$ cat config.mk
export PLATFORM = sky130hd
export DESIGN_NAME = am_handler_counter
export DESIGN_NICKNAME = d
export VERILOG_FILES = /design/src/rtl/am_handler_counter.sv
export SDC_FILE = /design/constraint.sdc
export NUM_CORES = 2
export LEC_CHECK = 0
export CAP_MARGIN = 30
export CORE_ASPECT_RATIO = 0.8
export CORE_MARGIN = 1.5
export CORE_UTILIZATION = 55
export CTS_CLUSTER_SIZE = 25
export DETAILED_ROUTE_END_ITERATION = 8
export GPL_TIMING_DRIVEN = 0
export PLACE_DENSITY = 0.74
export SKIP_LAST_GASP = 1
export SLEW_MARGIN = 20
export SYNTH_ARGS = -nofsm -noshare
export SYNTH_HDL_FRONTEND = slang
export SYNTH_SLANG_ARGS = --single-unit
$ cat constraint.sdc
create_clock -name clock -period 29.3 [get_ports clock]
set_clock_uncertainty 0.2 [all_clocks]
set_input_delay 5.86 -clock clock [delete_from_list [all_inputs] [get_ports clock]]
set_output_delay 5.86 -clock clock [all_outputs]
set_load 0.05 [all_outputs]
$ cat src/rtl/am_handler_counter.sv
// am_handler_counter
//   Counts Active Message handler packets per local kernel and raises a level
//   interrupt per kernel once its count reaches a programmable threshold.
//   All kernels share one AXI4-Lite slave with a 16-byte window per kernel:
//     +0x0 COUNT (RO), +0x4 THRESHOLD (RW, byte strobes),
//     +0x8 CTRL (bit0 IRQ_EN, bit1 CLR self-clearing),
//     +0xC STATUS (bit0 PENDING, write-1-to-clear).
//   Optional feature macro: AM_HANDLER_DROP_CNT_EN adds a 32-bit saturating
//   DROP_COUNT at window NUM_KERNELS, offset 0x0 (read-only, any write clears).

module am_handler_counter #(
    parameter int NUM_KERNELS = 16,
    parameter int ADDR_WIDTH  = 12,
    parameter int DATA_WIDTH  = 32,
    parameter int STRB_WIDTH  = DATA_WIDTH / 8,
    parameter int CNT_WIDTH   = 16
) (
    input  logic                   clock,
    input  logic                   reset,
    input  logic [15:0]            address_offset,
    input  logic [63:0]            axis_handler_tdata,
    input  logic                   axis_handler_tvalid,
    input  logic                   axis_handler_tlast,
    output logic                   axis_handler_tready,
    input  logic                   s_axi_ctrl_bus_AWVALID,
    output logic                   s_axi_ctrl_bus_AWREADY,
    input  logic [ADDR_WIDTH-1:0]  s_axi_ctrl_bus_AWADDR,
    input  logic                   s_axi_ctrl_bus_WVALID,
    output logic                   s_axi_ctrl_bus_WREADY,
    input  logic [DATA_WIDTH-1:0]  s_axi_ctrl_bus_WDATA,
    input  logic [STRB_WIDTH-1:0]  s_axi_ctrl_bus_WSTRB,
    output logic                   s_axi_ctrl_bus_BVALID,
    input  logic                   s_axi_ctrl_bus_BREADY,
    output logic [1:0]             s_axi_ctrl_bus_BRESP,
    input  logic                   s_axi_ctrl_bus_ARVALID,
    output logic                   s_axi_ctrl_bus_ARREADY,
    input  logic [ADDR_WIDTH-1:0]  s_axi_ctrl_bus_ARADDR,
    output logic                   s_axi_ctrl_bus_RVALID,
    input  logic                   s_axi_ctrl_bus_RREADY,
    output logic [DATA_WIDTH-1:0]  s_axi_ctrl_bus_RDATA,
    output logic [1:0]             s_axi_ctrl_bus_RRESP,
    output logic [NUM_KERNELS-1:0] interrupt
);

    localparam int                   WIN_W      = ADDR_WIDTH - 4;
    localparam logic [CNT_WIDTH-1:0] CNT_MAX    = {CNT_WIDTH{1'b1}};
    localparam logic [CNT_WIDTH-1:0] CNT_ONE    = CNT_WIDTH'(1);
    localparam logic [15:0]          NK_16      = 16'(NUM_KERNELS);
    localparam logic [WIN_W-1:0]     NK_WIN     = WIN_W'(NUM_KERNELS);
    localparam logic [1:0]           RESP_OKAY  = 2'b00;
    localparam logic [1:0]           RESP_SLVERR = 2'b10;
    localparam logic [1:0]           REG_COUNT  = 2'd0;
    localparam logic [1:0]           REG_THR    = 2'd1;
    localparam logic [1:0]           REG_CTRL   = 2'd2;
    localparam logic [1:0]           REG_STATUS = 2'd3;

    typedef enum logic {
        ST_IDLE  = 1'b0,
        ST_DRAIN = 1'b1
    } stream_state_e;

    // Read-mux word for one kernel window; CLR always reads back as 0.
    function automatic logic [DATA_WIDTH-1:0] kernel_word(
        input logic [1:0]           reg_sel,
        input logic [CNT_WIDTH-1:0] cnt,
        input logic [CNT_WIDTH-1:0] thr,
        input logic                 en,
        input logic                 pend
    );
        logic [DATA_WIDTH-1:0] w;
        case (reg_sel)
            REG_COUNT:  w = DATA_WIDTH'(cnt);
            REG_THR:    w = DATA_WIDTH'(thr);
            REG_CTRL:   w = {{(DATA_WIDTH-1){1'b0}}, en};
            REG_STATUS: w = {{(DATA_WIDTH-1){1'b0}}, pend};
            default:    w = {DATA_WIDTH{1'b0}};
        endcase
        return w;
    endfunction

    // ------------------------------------------------------------------
    // Stream side
    // ------------------------------------------------------------------
    stream_state_e          state_q, state_d;
    logic                   tready_q;
    logic                   beat_s;
    logic                   hdr_s;
    logic                   in_range_s;
    logic                   drop_s;
    logic [15:0]            kid_s;
    logic [NUM_KERNELS-1:0] inc_s;

    assign beat_s = axis_handler_tvalid & tready_q;

    // Stream FSM state register; tready rises on the first edge after reset.
    always_ff @(posedge clock or posedge reset) begin
        if (reset) begin
            state_q  <= ST_IDLE;
            tready_q <= 1'b0;
        end else begin
            state_q  <= state_d;
            tready_q <= 1'b1;
        end
    end

    // Stream FSM next state: multi-beat packets are drained to their tlast beat.
    always_comb begin
        state_d = state_q;
        case (state_q)
            ST_IDLE: begin
                if (beat_s && !axis_handler_tlast) state_d = ST_DRAIN;
                else                               state_d = ST_IDLE;
            end
            ST_DRAIN: begin
                if (beat_s && axis_handler_tlast) state_d = ST_IDLE;
                else                              state_d = ST_DRAIN;
            end
            default: state_d = ST_IDLE;
        endcase
    end

    // Stream FSM outputs: header decode into a one-hot kernel increment.
    always_comb begin
        kid_s = axis_handler_tdata[15:0] - address_offset;
        if (state_q == ST_IDLE) hdr_s = beat_s;
        else                    hdr_s = 1'b0;
        in_range_s = (kid_s < NK_16);
        drop_s     = hdr_s & ~in_range_s;
        for (int i = 0; i < NUM_KERNELS; i++) begin
            inc_s[i] = hdr_s & in_range_s & (kid_s == 16'(i));
        end
    end

    // ------------------------------------------------------------------
    // AXI-Lite write path
    // ------------------------------------------------------------------
    logic                  awready_q, awready_d;
    logic                  wready_q, wready_d;
    logic                  bvalid_q, bvalid_d;
    logic [1:0]            bresp_q, bresp_d;
    logic                  aw_held_q, aw_held_d;
    logic                  w_held_q, w_held_d;
    logic [ADDR_WIDTH-1:0] awaddr_q, awaddr_d;
    logic [DATA_WIDTH-1:0] wdata_q, wdata_d;
    logic [STRB_WIDTH-1:0] wstrb_q, wstrb_d;
    logic                  wr_fire_s;
    logic                  wr_ok_s;
    logic                  drop_clr_s;
    logic [WIN_W-1:0]      wr_win_s;
    logic [1:0]            wr_reg_s;

    assign wr_fire_s = aw_held_q & w_held_q;
    assign wr_win_s  = awaddr_q[ADDR_WIDTH-1:4];
    assign wr_reg_s  = awaddr_q[3:2];

    // Write address decode: which windows answer OKAY and whether DROP_COUNT is hit.
    always_comb begin
`ifdef AM_HANDLER_DROP_CNT_EN
        drop_clr_s = wr_fire_s & (wr_win_s == NK_WIN) & (wr_reg_s == REG_COUNT);
        wr_ok_s    = (wr_win_s < NK_WIN) | ((wr_win_s == NK_WIN) & (wr_reg_s == REG_COUNT));
`else
        drop_clr_s = 1'b0;
        wr_ok_s    = (wr_win_s < NK_WIN);
`endif
    end

    // Write channel handshake: hold AW and W independently, commit when both held.
    always_comb begin
        aw_held_d = aw_held_q;
        awaddr_d  = awaddr_q;
        w_held_d  = w_held_q;
        wdata_d   = wdata_q;
        wstrb_d   = wstrb_q;
        bresp_d   = bresp_q;
        if (wr_fire_s) begin
            aw_held_d = 1'b0;
            w_held_d  = 1'b0;
        end else begin
            if (s_axi_ctrl_bus_AWVALID && awready_q) begin
                aw_held_d = 1'b1;
                awaddr_d  = s_axi_ctrl_bus_AWADDR;
            end else begin
                aw_held_d = aw_held_q;
            end
            if (s_axi_ctrl_bus_WVALID && wready_q) begin
                w_held_d = 1'b1;
                wdata_d  = s_axi_ctrl_bus_WDATA;
                wstrb_d  = s_axi_ctrl_bus_WSTRB;
            end else begin
                w_held_d = w_held_q;
            end
        end
        if (bvalid_q) begin
            bvalid_d = ~s_axi_ctrl_bus_BREADY;
        end else begin
            bvalid_d = wr_fire_s;
            if (wr_fire_s) bresp_d = wr_ok_s ? RESP_OKAY : RESP_SLVERR;
            else           bresp_d = bresp_q;
        end
        awready_d = ~aw_held_d & ~bvalid_d;
        wready_d  = ~w_held_d & ~bvalid_d;
    end

    // Write channel registers.
    always_ff @(posedge clock or posedge reset) begin
        if (reset) begin
            awready_q <= 1'b0;
            wready_q  <= 1'b0;
            bvalid_q  <= 1'b0;
            bresp_q   <= RESP_OKAY;
            aw_held_q <= 1'b0;
            w_held_q  <= 1'b0;
            awaddr_q  <= {ADDR_WIDTH{1'b0}};
            wdata_q   <= {DATA_WIDTH{1'b0}};
            wstrb_q   <= {STRB_WIDTH{1'b0}};
        end else begin
            awready_q <= awready_d;
            wready_q  <= wready_d;
            bvalid_q  <= bvalid_d;
            bresp_q   <= bresp_d;
            aw_held_q <= aw_held_d;
            w_held_q  <= w_held_d;
            awaddr_q  <= awaddr_d;
            wdata_q   <= wdata_d;
            wstrb_q   <= wstrb_d;
        end
    end

    // ------------------------------------------------------------------
    // Per-kernel register file
    // ------------------------------------------------------------------
    logic [CNT_WIDTH-1:0]   count_q     [NUM_KERNELS];
    logic [CNT_WIDTH-1:0]   count_d     [NUM_KERNELS];
    logic [CNT_WIDTH-1:0]   threshold_q [NUM_KERNELS];
    logic [CNT_WIDTH-1:0]   threshold_d [NUM_KERNELS];
    logic [NUM_KERNELS-1:0] irq_en_q, irq_en_d;
    logic [NUM_KERNELS-1:0] pending_q, pending_d;
    logic [NUM_KERNELS-1:0] interrupt_q;
    logic [NUM_KERNELS-1:0] wr_sel_s, clr_s, w1c_s, hit_s;

    // Next-state for counters, thresholds, enables and pending flags.
    always_comb begin
        for (int i = 0; i < NUM_KERNELS; i++) begin
            wr_sel_s[i] = wr_fire_s & (wr_win_s == WIN_W'(i));
            clr_s[i]    = wr_sel_s[i] & (wr_reg_s == REG_CTRL) & wstrb_q[0] & wdata_q[1];
            w1c_s[i]    = wr_sel_s[i] & (wr_reg_s == REG_STATUS) & wstrb_q[0] & wdata_q[0];

            // IRQ_EN follows bit 0 of a CTRL write with byte 0 enabled.
            if (wr_sel_s[i] && (wr_reg_s == REG_CTRL) && wstrb_q[0]) irq_en_d[i] = wdata_q[0];
            else                                                     irq_en_d[i] = irq_en_q[i];

            // THRESHOLD honours byte strobes bit by bit.
            for (int b = 0; b < CNT_WIDTH; b++) begin
                if (wr_sel_s[i] && (wr_reg_s == REG_THR) && wstrb_q[b/8]) threshold_d[i][b] = wdata_q[b];
                else                                                      threshold_d[i][b] = threshold_q[i][b];
            end

            // A clear coinciding with an increment keeps the increment.
            if (clr_s[i]) begin
                count_d[i] = inc_s[i] ? CNT_ONE : {CNT_WIDTH{1'b0}};
            end else if (inc_s[i] && (count_q[i] != CNT_MAX)) begin
                count_d[i] = count_q[i] + CNT_ONE;
            end else begin
                count_d[i] = count_q[i];
            end

            // The clear wins for one cycle; a still-met threshold re-sets on the next.
            hit_s[i] = (threshold_q[i] != {CNT_WIDTH{1'b0}}) & (count_q[i] >= threshold_q[i]);
            if (w1c_s[i])      pending_d[i] = 1'b0;
            else if (hit_s[i]) pending_d[i] = 1'b1;
            else               pending_d[i] = pending_q[i];
        end
    end

    // Per-kernel register storage and registered interrupt outputs.
    always_ff @(posedge clock or posedge reset) begin
        if (reset) begin
            for (int i = 0; i < NUM_KERNELS; i++) begin
                count_q[i]     <= {CNT_WIDTH{1'b0}};
                threshold_q[i] <= {CNT_WIDTH{1'b0}};
            end
            irq_en_q    <= {NUM_KERNELS{1'b0}};
            pending_q   <= {NUM_KERNELS{1'b0}};
            interrupt_q <= {NUM_KERNELS{1'b0}};
        end else begin
            for (int i = 0; i < NUM_KERNELS; i++) begin
                count_q[i]     <= count_d[i];
                threshold_q[i] <= threshold_d[i];
            end
            irq_en_q    <= irq_en_d;
            pending_q   <= pending_d;
            interrupt_q <= pending_q & irq_en_q;
        end
    end

`ifdef AM_HANDLER_DROP_CNT_EN
    // ------------------------------------------------------------------
    // Dropped-packet counter
    // ------------------------------------------------------------------
    logic [31:0] drop_q, drop_d;

    // DROP_COUNT next state: saturating, cleared by any write, a coincident drop survives.
    always_comb begin
        if (drop_clr_s)                         drop_d = drop_s ? 32'd1 : 32'd0;
        else if (drop_s && (drop_q != 32'hFFFF_FFFF)) drop_d = drop_q + 32'd1;
        else                                    drop_d = drop_q;
    end

    // DROP_COUNT register.
    always_ff @(posedge clock or posedge reset) begin
        if (reset) drop_q <= 32'd0;
        else       drop_q <= drop_d;
    end
`endif

    // ------------------------------------------------------------------
    // AXI-Lite read path
    // ------------------------------------------------------------------
    logic                  arready_q, arready_d;
    logic                  rvalid_q, rvalid_d;
    logic [DATA_WIDTH-1:0] rdata_q, rdata_d;
    logic [1:0]            rresp_q, rresp_d;
    logic                  ar_hs_s;
    logic [WIN_W-1:0]      rd_win_s;
    logic [1:0]            rd_reg_s;
    logic [DATA_WIDTH-1:0] rd_data_s;
    logic                  rd_ok_s;

    assign ar_hs_s  = s_axi_ctrl_bus_ARVALID & arready_q;
    assign rd_win_s = s_axi_ctrl_bus_ARADDR[ADDR_WIDTH-1:4];
    assign rd_reg_s = s_axi_ctrl_bus_ARADDR[3:2];

    // Read mux: OR of the selected window; unmatched windows yield 0.
    always_comb begin
        rd_data_s = {DATA_WIDTH{1'b0}};
        for (int i = 0; i < NUM_KERNELS; i++) begin
            rd_data_s = rd_data_s | ({DATA_WIDTH{rd_win_s == WIN_W'(i)}} &
                        kernel_word(rd_reg_s, count_q[i], threshold_q[i], irq_en_q[i], pending_q[i]));
        end
`ifdef AM_HANDLER_DROP_CNT_EN
        rd_data_s = rd_data_s | ({DATA_WIDTH{(rd_win_s == NK_WIN) & (rd_reg_s == REG_COUNT)}} &
                    DATA_WIDTH'(drop_q));
        rd_ok_s   = (rd_win_s < NK_WIN) | ((rd_win_s == NK_WIN) & (rd_reg_s == REG_COUNT));
`else
        rd_ok_s   = (rd_win_s < NK_WIN);
`endif
    end

    // Read channel next state: capture on AR handshake, hold until RREADY.
    always_comb begin
        rdata_d = rdata_q;
        rresp_d = rresp_q;
        if (rvalid_q) begin
            rvalid_d = ~s_axi_ctrl_bus_RREADY;
        end else if (ar_hs_s) begin
            rvalid_d = 1'b1;
            rdata_d  = rd_data_s;
            rresp_d  = rd_ok_s ? RESP_OKAY : RESP_SLVERR;
        end else begin
            rvalid_d = 1'b0;
        end
        arready_d = ~rvalid_d;
    end

    // Read channel registers.
    always_ff @(posedge clock or posedge reset) begin
        if (reset) begin
            arready_q <= 1'b0;
            rvalid_q  <= 1'b0;
            rdata_q   <= {DATA_WIDTH{1'b0}};
            rresp_q   <= RESP_OKAY;
        end else begin
            arready_q <= arready_d;
            rvalid_q  <= rvalid_d;
            rdata_q   <= rdata_d;
            rresp_q   <= rresp_d;
        end
    end

    // Address bits [1:0], payload upper bits and unused strobe/data bits are don't-care.
    logic unused_s;
    assign unused_s = ^{axis_handler_tdata[63:16], awaddr_q[1:0], s_axi_ctrl_bus_ARADDR[1:0],
                        wdata_q, wstrb_q, drop_s, drop_clr_s};

    assign axis_handler_tready    = tready_q;
    assign s_axi_ctrl_bus_AWREADY = awready_q;
    assign s_axi_ctrl_bus_WREADY  = wready_q;
    assign s_axi_ctrl_bus_BVALID  = bvalid_q;
    assign s_axi_ctrl_bus_BRESP   = bresp_q;
    assign s_axi_ctrl_bus_ARREADY = arready_q;
    assign s_axi_ctrl_bus_RVALID  = rvalid_q;
    assign s_axi_ctrl_bus_RDATA   = rdata_q;
    assign s_axi_ctrl_bus_RRESP   = rresp_q;
    assign interrupt              = interrupt_q;

endmodule

=== After elaboration in Yosys (flattened, before gate mapping) ===
Index checks and enable logic that the tools add are counted.

* Add/subtract/negate cells: 17
* $lt $le $gt $ge: 19
* Equality and inequality tests: 67
* Multiplexer cells: 109
* Bitwise operators: 192
* Reductions and logical operators: 157

{| class="wikitable"
|+ Operators with widths
! cell !! number
|-
| case mux 32 bit (4 select lines) || 16
|-
| AND 32 bit || 16
|-
| 2-to-1 mux 16 bit || 32
|-
| OR 32 bit || 15
|-
| adder 16 x 1 -> 16 bit, second input constant || 16
|-
| greater-or-equal comparator 16 bit || 16
|-
| != test 16 bit, second input constant || 16
|-
| nonzero test 16 bit || 16
|-
| AND 1 bit || 150
|-
| == test 16 x 4 -> 1 bit, second input constant || 8
|-
| == test 8 x 4 -> 1 bit, second input constant || 16
|-
| logical AND 1 bit || 100
|-
| == test 16 x 3 -> 1 bit, second input constant || 4
|-
| == test 8 x 3 -> 1 bit, second input constant || 8
|-
| nonzero test 2 bit || 32
|-
| 2-to-1 mux 1 bit || 58
|-
| == test 16 x 2 -> 1 bit, second input constant || 2
|-
| == test 8 x 2 -> 1 bit, second input constant || 4
|-
| AND 16 bit || 1
|-
| == test 16 x 1 -> 1 bit, second input constant || 1
|-
| == test 8 x 1 -> 1 bit, second input constant || 2
|-
| zero test 16 bit || 1
|-
| zero test 8 bit || 2
|-
| less-than comparator 16 x 5 -> 1 bit, second input constant || 1
|-
| 10 further kinds || 28
|}

* Register bits after elaboration: 635
* Input port bits: 149
* Output and inout bits: 58
* Word-level logic and storage cells: 657

=== Longest topological paths before layout ===
* Depth after elaboration: 18
* Gate-level depth with buffers: 15

=== Least setup slack after synthesis ===
Ideal clock, no wire load.

* Kind: in2reg
* Start: in axis_handler_tdata[0]
* End: reg count_q[131] (netlist bit)
* Library setup time: 0.066 ns
* Arrival time: 9.248 ns
* Data required time: 29.034 ns
* Slack: 19.786 ns
* Stages on the path: 14
* Path buffers: 1
* Path through: inv_1 ha_1 inv_1 fa_1 a21o_1 a221oi_1 o221a_2 o21ai_0 nor3b_1 nor4_2 clkbuf_1 nand4_1 or4_1 nand2_1

* Cells in the longest elaborated chain, start to end: 6
* Elaborated cells on any way between the ends: 7
* Those cells by class: add/sub (1); order compare (1); eq/ne (1); bitwise (2); reduce/logical (2)

{| class="wikitable"
|+ Ends and longest elaborated chain
! item !! RTL line !! source
|-
| from (decl) || 21 || <nowiki>input logic [63:0] axis_handler_tdata,</nowiki>
|-
| subtractor 16 bit * || 124 || <nowiki>kid_s = axis_handler_tdata[15:0] - address_offset;</nowiki>
|-
| less-than comparator 16 x 5 -> 1 bit || 127 || <nowiki>in_range_s = (kid_s < NK_16);</nowiki>
|-
| AND 1 bit || 130 || <nowiki>inc_s[i] = hdr_s & in_range_s & (kid_s == 16'(i));</nowiki>
|-
| AND 1 bit * || 130 ||
|-
| logical AND 1 bit * || 261 || <nowiki>end else if (inc_s[i] && (count_q[i] != CNT_MAX)) begin</nowiki>
|-
| nonzero test 2 bit (no source line) * || - ||
|-
| to (signal, indexed assignment) || 279 || <nowiki>count_q[i] <= {CNT_WIDTH{1'b0}};</nowiki>
|-
| to (signal, indexed assignment) || 287 || <nowiki>count_q[i] <= count_d[i];</nowiki>
|-
| to (decl) || 232 || <nowiki>logic [CNT_WIDTH-1:0] count_q [NUM_KERNELS];</nowiki>
|}

Every way passes the cells marked *; elsewhere a longest branch is shown, timed or not.
A chain may end at the register's enable or synchronous reset.

=== Worst setup path after layout ===
* Start: in address_offset[0]
* End: reg count_q[197] (netlist bit)

* Cells in the longest elaborated chain, start to end: 6
* Elaborated cells on any way between the ends: 7
* Those cells by class: add/sub (1); order compare (1); eq/ne (1); bitwise (2); reduce/logical (2)

{| class="wikitable"
|+ Ends and longest elaborated chain
! item !! RTL line !! source
|-
| from (decl) || 20 || <nowiki>input logic [15:0] address_offset,</nowiki>
|-
| subtractor 16 bit * || 124 ||
|-
| less-than comparator 16 x 5 -> 1 bit || 127 ||
|-
| AND 1 bit || 130 ||
|-
| AND 1 bit * || 130 ||
|-
| logical AND 1 bit * || 261 ||
|-
| nonzero test 2 bit (no source line) * || - ||
|}

Marks and branches as above.

==> results.md <==
- Status: completed
- Predominant post-synthesis flop cell: sky130_fd_sc_hd__dfrtp_1
- Post-synthesis average cell area: 9.11 µm²
- Met3 Wirelength: approximately 31,000 µm
- Overall Power: roughly 2.6 mW
- Cell internal power dissipation: between 1.5 and 2 mW
- Path type of the worst setup path: primary input to flop
- Gp weighted congestion: ~1.1
- Pwr/cell area: 58.3 nW/µm²
- Cell count after placement: 5,475
- Height of the die: around 240 µm
- Share of the clock period used by the worst path: 38.6%
- Clock-pin slew reported for the worst setup and hold paths after clock tree synthesis: 0.06 ns
- Initial core utilization: 56.0%
- Quantity of I/O buffers inserted on ports: 115
- Synth cell count leaders: sky130_fd_sc_hd__dfrtp_1, sky130_fd_sc_hd__nand2_1, sky130_fd_sc_hd__inv_1
- Type of element launching the critical path: primary input
- Max Cap Violations: 0
- Placeable Area: 71,000 µm²
- Sequential share of power: 39.0%
- Unrepaired setup endpoints after global routing: no
- Max-slew violation count: 0
- IR Drop Worst-Case VDD: roughly 0.000052 V
- Number of global-route vias before repair: 35,600
- Mean routed wirelength per cell: 33.0 µm
- Static power due to leakage: 19.8 nW
- Fin cells: 5,618
- Synth Instances: 4,366
- Metal2 WL: 70,000 µm
- Headroom to the max-slew limit: 23.2%
- Clock sink count: 615
- Pre-Repair DR Iteration Count: 6
- Area Growth Syn to Fin: 14.2%
- Root buffer cell: sky130_fd_sc_hd__clkbuf_16
- H-tree lvl count: 3
- FF+latch count, synth: between 600 and 700
- Post-synthesis cell type with the largest combined area: sky130_fd_sc_hd__dfrtp_1
- Hold-fix buffers, CTS: 0
- Max Freq: 0.0885 GHz
- Fin Setup TNS: 0 ns
- Req. time, crit path: 29.67 ns
- Final instance area: around 45,000 µm²
- Residual DRC: 0
- Category of the worst setup path capture point: flop
- Post-synth EDFFs: 0
- Placement Rows: 87
- Placement Cell Area: 43,000 µm²
- Mapped cell area: between 30,000 and 40,000 µm²
- Total number of vias: 39,200
- Post-DRT Antenna Nets: 0
- Async set or reset register ratio after synthesis: 100%
- Number of buffers between clock root and the deepest sink: 3
- Post-CTS resize count: 0
- Post-CTS Setup Inserts: 0
- I/O pins: 207
- Wl on met1: 71,100 µm
- Worst slew pin tran: 1.15 ns
- Switching fraction of total power: 38.7%
- Final Hold Fails: 0
- HP Class: flop to flop
- Switching pwr: 1.02 mW
- Share of total power in combinational logic: 26.3%
- Largest net degree at the start of global routing: 104
- Post-synth top area share: 38.7%
- Syn. warnings: 0
- Sum of net half-perimeters after detailed placement: 139,000 µm
- CTS tree: done
- Portion of the post-synthesis area used by sequential elements: a little under 40%
- Arrival time of the worst setup path: 11.67 ns
- Total die area: approximately 74,000 µm²
- Crit path max fanout: 10
- Vias/cell: about 7.0
- Highest metal used: met5
- Layout cells sized above 1: 9.51%
- Die outline width: just over 300 µm
- Library cell with the highest instance count after synthesis: sky130_fd_sc_hd__dfrtp_1
- TritonCTS Buffers: 68
- Synth top area cells: sky130_fd_sc_hd__dfrtp_1, sky130_fd_sc_hd__ha_1, sky130_fd_sc_hd__mux2i_1
- Clock latency on the worst-skew pair: 0.67 ns
- Tmin final: 11.30 ns
- Detailed router's first-iteration violation count: 5,999
- Congestion Overflow GR: 0
- Net count, final: 5,053
- Number of library cell types mapped by synthesis: 77
- Number of endpoints failing setup at the final stage: 0
- Share of power burned in the clock network: 34.7%
- Wirelength, routed: 185,000 µm
- Antenna violations before repair: 24
- Overall routing resource usage: 49.7%
- First-pass GRT wire length: 260,000 µm
[cell families (layout without fill, tap and decap cells)]
logic type / count (synthesis) / count (layout) / synth area share (%)
adders and majority gates: 288 / 288 / 9.08
buffers and inverters: 514 / 800 / 5.04
AOI/OAI and AO/OA: 892 / 892 / 14.0
and+or+nand+nor: 1590 / 1590 / 20.7
muxes: 392 / 392 / 10.8
other: 2 / 34 / 0.0189
xor gates and xnor gates: 73 / 73 / 1.61
DFF: 615 / 615 / 38.7
[power by group through the flow]
| stage | Combinational [mW] | Clock, mW | Sequential, mW |
|---|---|---|---|
| after floorplan | 0.258 | 0 | 1.02 |
| after global placement | 0.603 | 0 | 1.03 |
| after detailed placement | 0.643 | 0 | 1.03 |
| after CTS | 0.646 | 0.911 | 1.02 |
| after global routing | 0.690 | 0.945 | 1.03 |
| final | 0.695 | 0.919 | 1.03 |
[final timing paths]
kind | from | endpoint | slack, ns | cells after the start
min in group asynchronous | reset | count_q[67]$_DFFE_PP0P_ | 5.49 | 2
max in group asynchronous | reset | count_q[191]$_DFFE_PP0P_ | 21.91 | 4
worst max-delay path | address_offset[0] | count_q[197]$_DFFE_PP0P_ | 18.00 | 15
worst min register to register | s_axi_ctrl_bus_RDATA[0]$_DFFE_PP0P_ | s_axi_ctrl_bus_RDATA[0]$_DFFE_PP0P_ | 0.28 | 2
worst min-delay path | s_axi_ctrl_bus_RDATA[0]$_DFFE_PP0P_ | s_axi_ctrl_bus_RDATA[0]$_DFFE_PP0P_ | 0.28 | 2
worst max register to register | axis_handler_tready$_DFF_PP0_ | count_q[197]$_DFFE_PP0P_ | 24.18 | 11
[per-stage QoR]
stage	worst slack, ns	hold WS (ns)	utilization, %
2_1_floorplan	6.02	0.256	-
4_1_cts	18.28	0.288	63.8
3_5_place_dp	17.64	0.274	60.6
5_1_grt	17.94	0.315	63.9
6_report	18.00	0.279	63.9
3_3_place_gp	-1.98	0.261	59.4
[cells in the final DEF (no fill, tap or decap), drive strengths merged, types with 62 or more instances in the layout]
cell and n:
nor4 128, inv 298, nand2 439, a21o 112, a21oi 198, nor2 256
mux2i 225, o22ai 67, a22oi 91, mux2 151, dfrtp 615, o21ai 263
ha 287, nor3 62, nand3 157, buf 93, nand4 138, nand2b 84
clkbuf 272, clkdlybuf4s50 115
[layer usage]
| metal | global-route usage, % | vias up |
|---|---|---|
| met5 | 0 | - |
| met4 | 29.8 | 12 |
| met3 | 23.5 | 745 |
| met2 | 63.3 | 3062 |
| met1 | 67.2 | 19000 |
| li1 | - | 16400 |
[worst max-delay path, cell delays in order]
cell and delay, ns:
sky130_fd_sc_hd__clkdlybuf4s50_1 0.46, sky130_fd_sc_hd__ha_1 0.18, sky130_fd_sc_hd__inv_1 0.06, sky130_fd_sc_hd__fa_1 0.47
sky130_fd_sc_hd__a21o_1 0.25, sky130_fd_sc_hd__a221oi_1 0.56, sky130_fd_sc_hd__o221a_2 0.38, sky130_fd_sc_hd__nor4_1 0.08
sky130_fd_sc_hd__nor3b_1 0.71, sky130_fd_sc_hd__nor3_4 0.27, sky130_fd_sc_hd__nand2_1 0.36, sky130_fd_sc_hd__clkbuf_1 0.76
sky130_fd_sc_hd__clkbuf_1 0.84, sky130_fd_sc_hd__o31ai_1 0.22, sky130_fd_sc_hd__a21oi_1 0.17
[final cells by class]
| cell class | instances | area [µm²] |
|---|---|---|
| Clock inverter | 21 | 258 |
| Multi-Input combinational cell | 3254 | 22500 |
| Inverter | 298 | 1130 |
| Fill cell | 5927 | 25600 |
| Timing Repair Buffer | 163 | 1890 |
| Tap cell | 934 | 1170 |
| Buffer | 216 | 946 |
| Antenna cell | 15 | 37.5 |
| Sequential cell | 615 | 15400 |
| Clock buffer | 102 | 2030 |
[registers in the layout, indices dropped and copies added (netlist names), 2 cells and up, named ones only]
signal,cells
wdata_q,16
irq_en_q,16
pending_q,16
awaddr_q,10
wstrb_q,2
interrupt,16
threshold_q,256
count_q,256
s_axi_ctrl_bus_RDATA,16
Power figures use the tool's default switching activity.
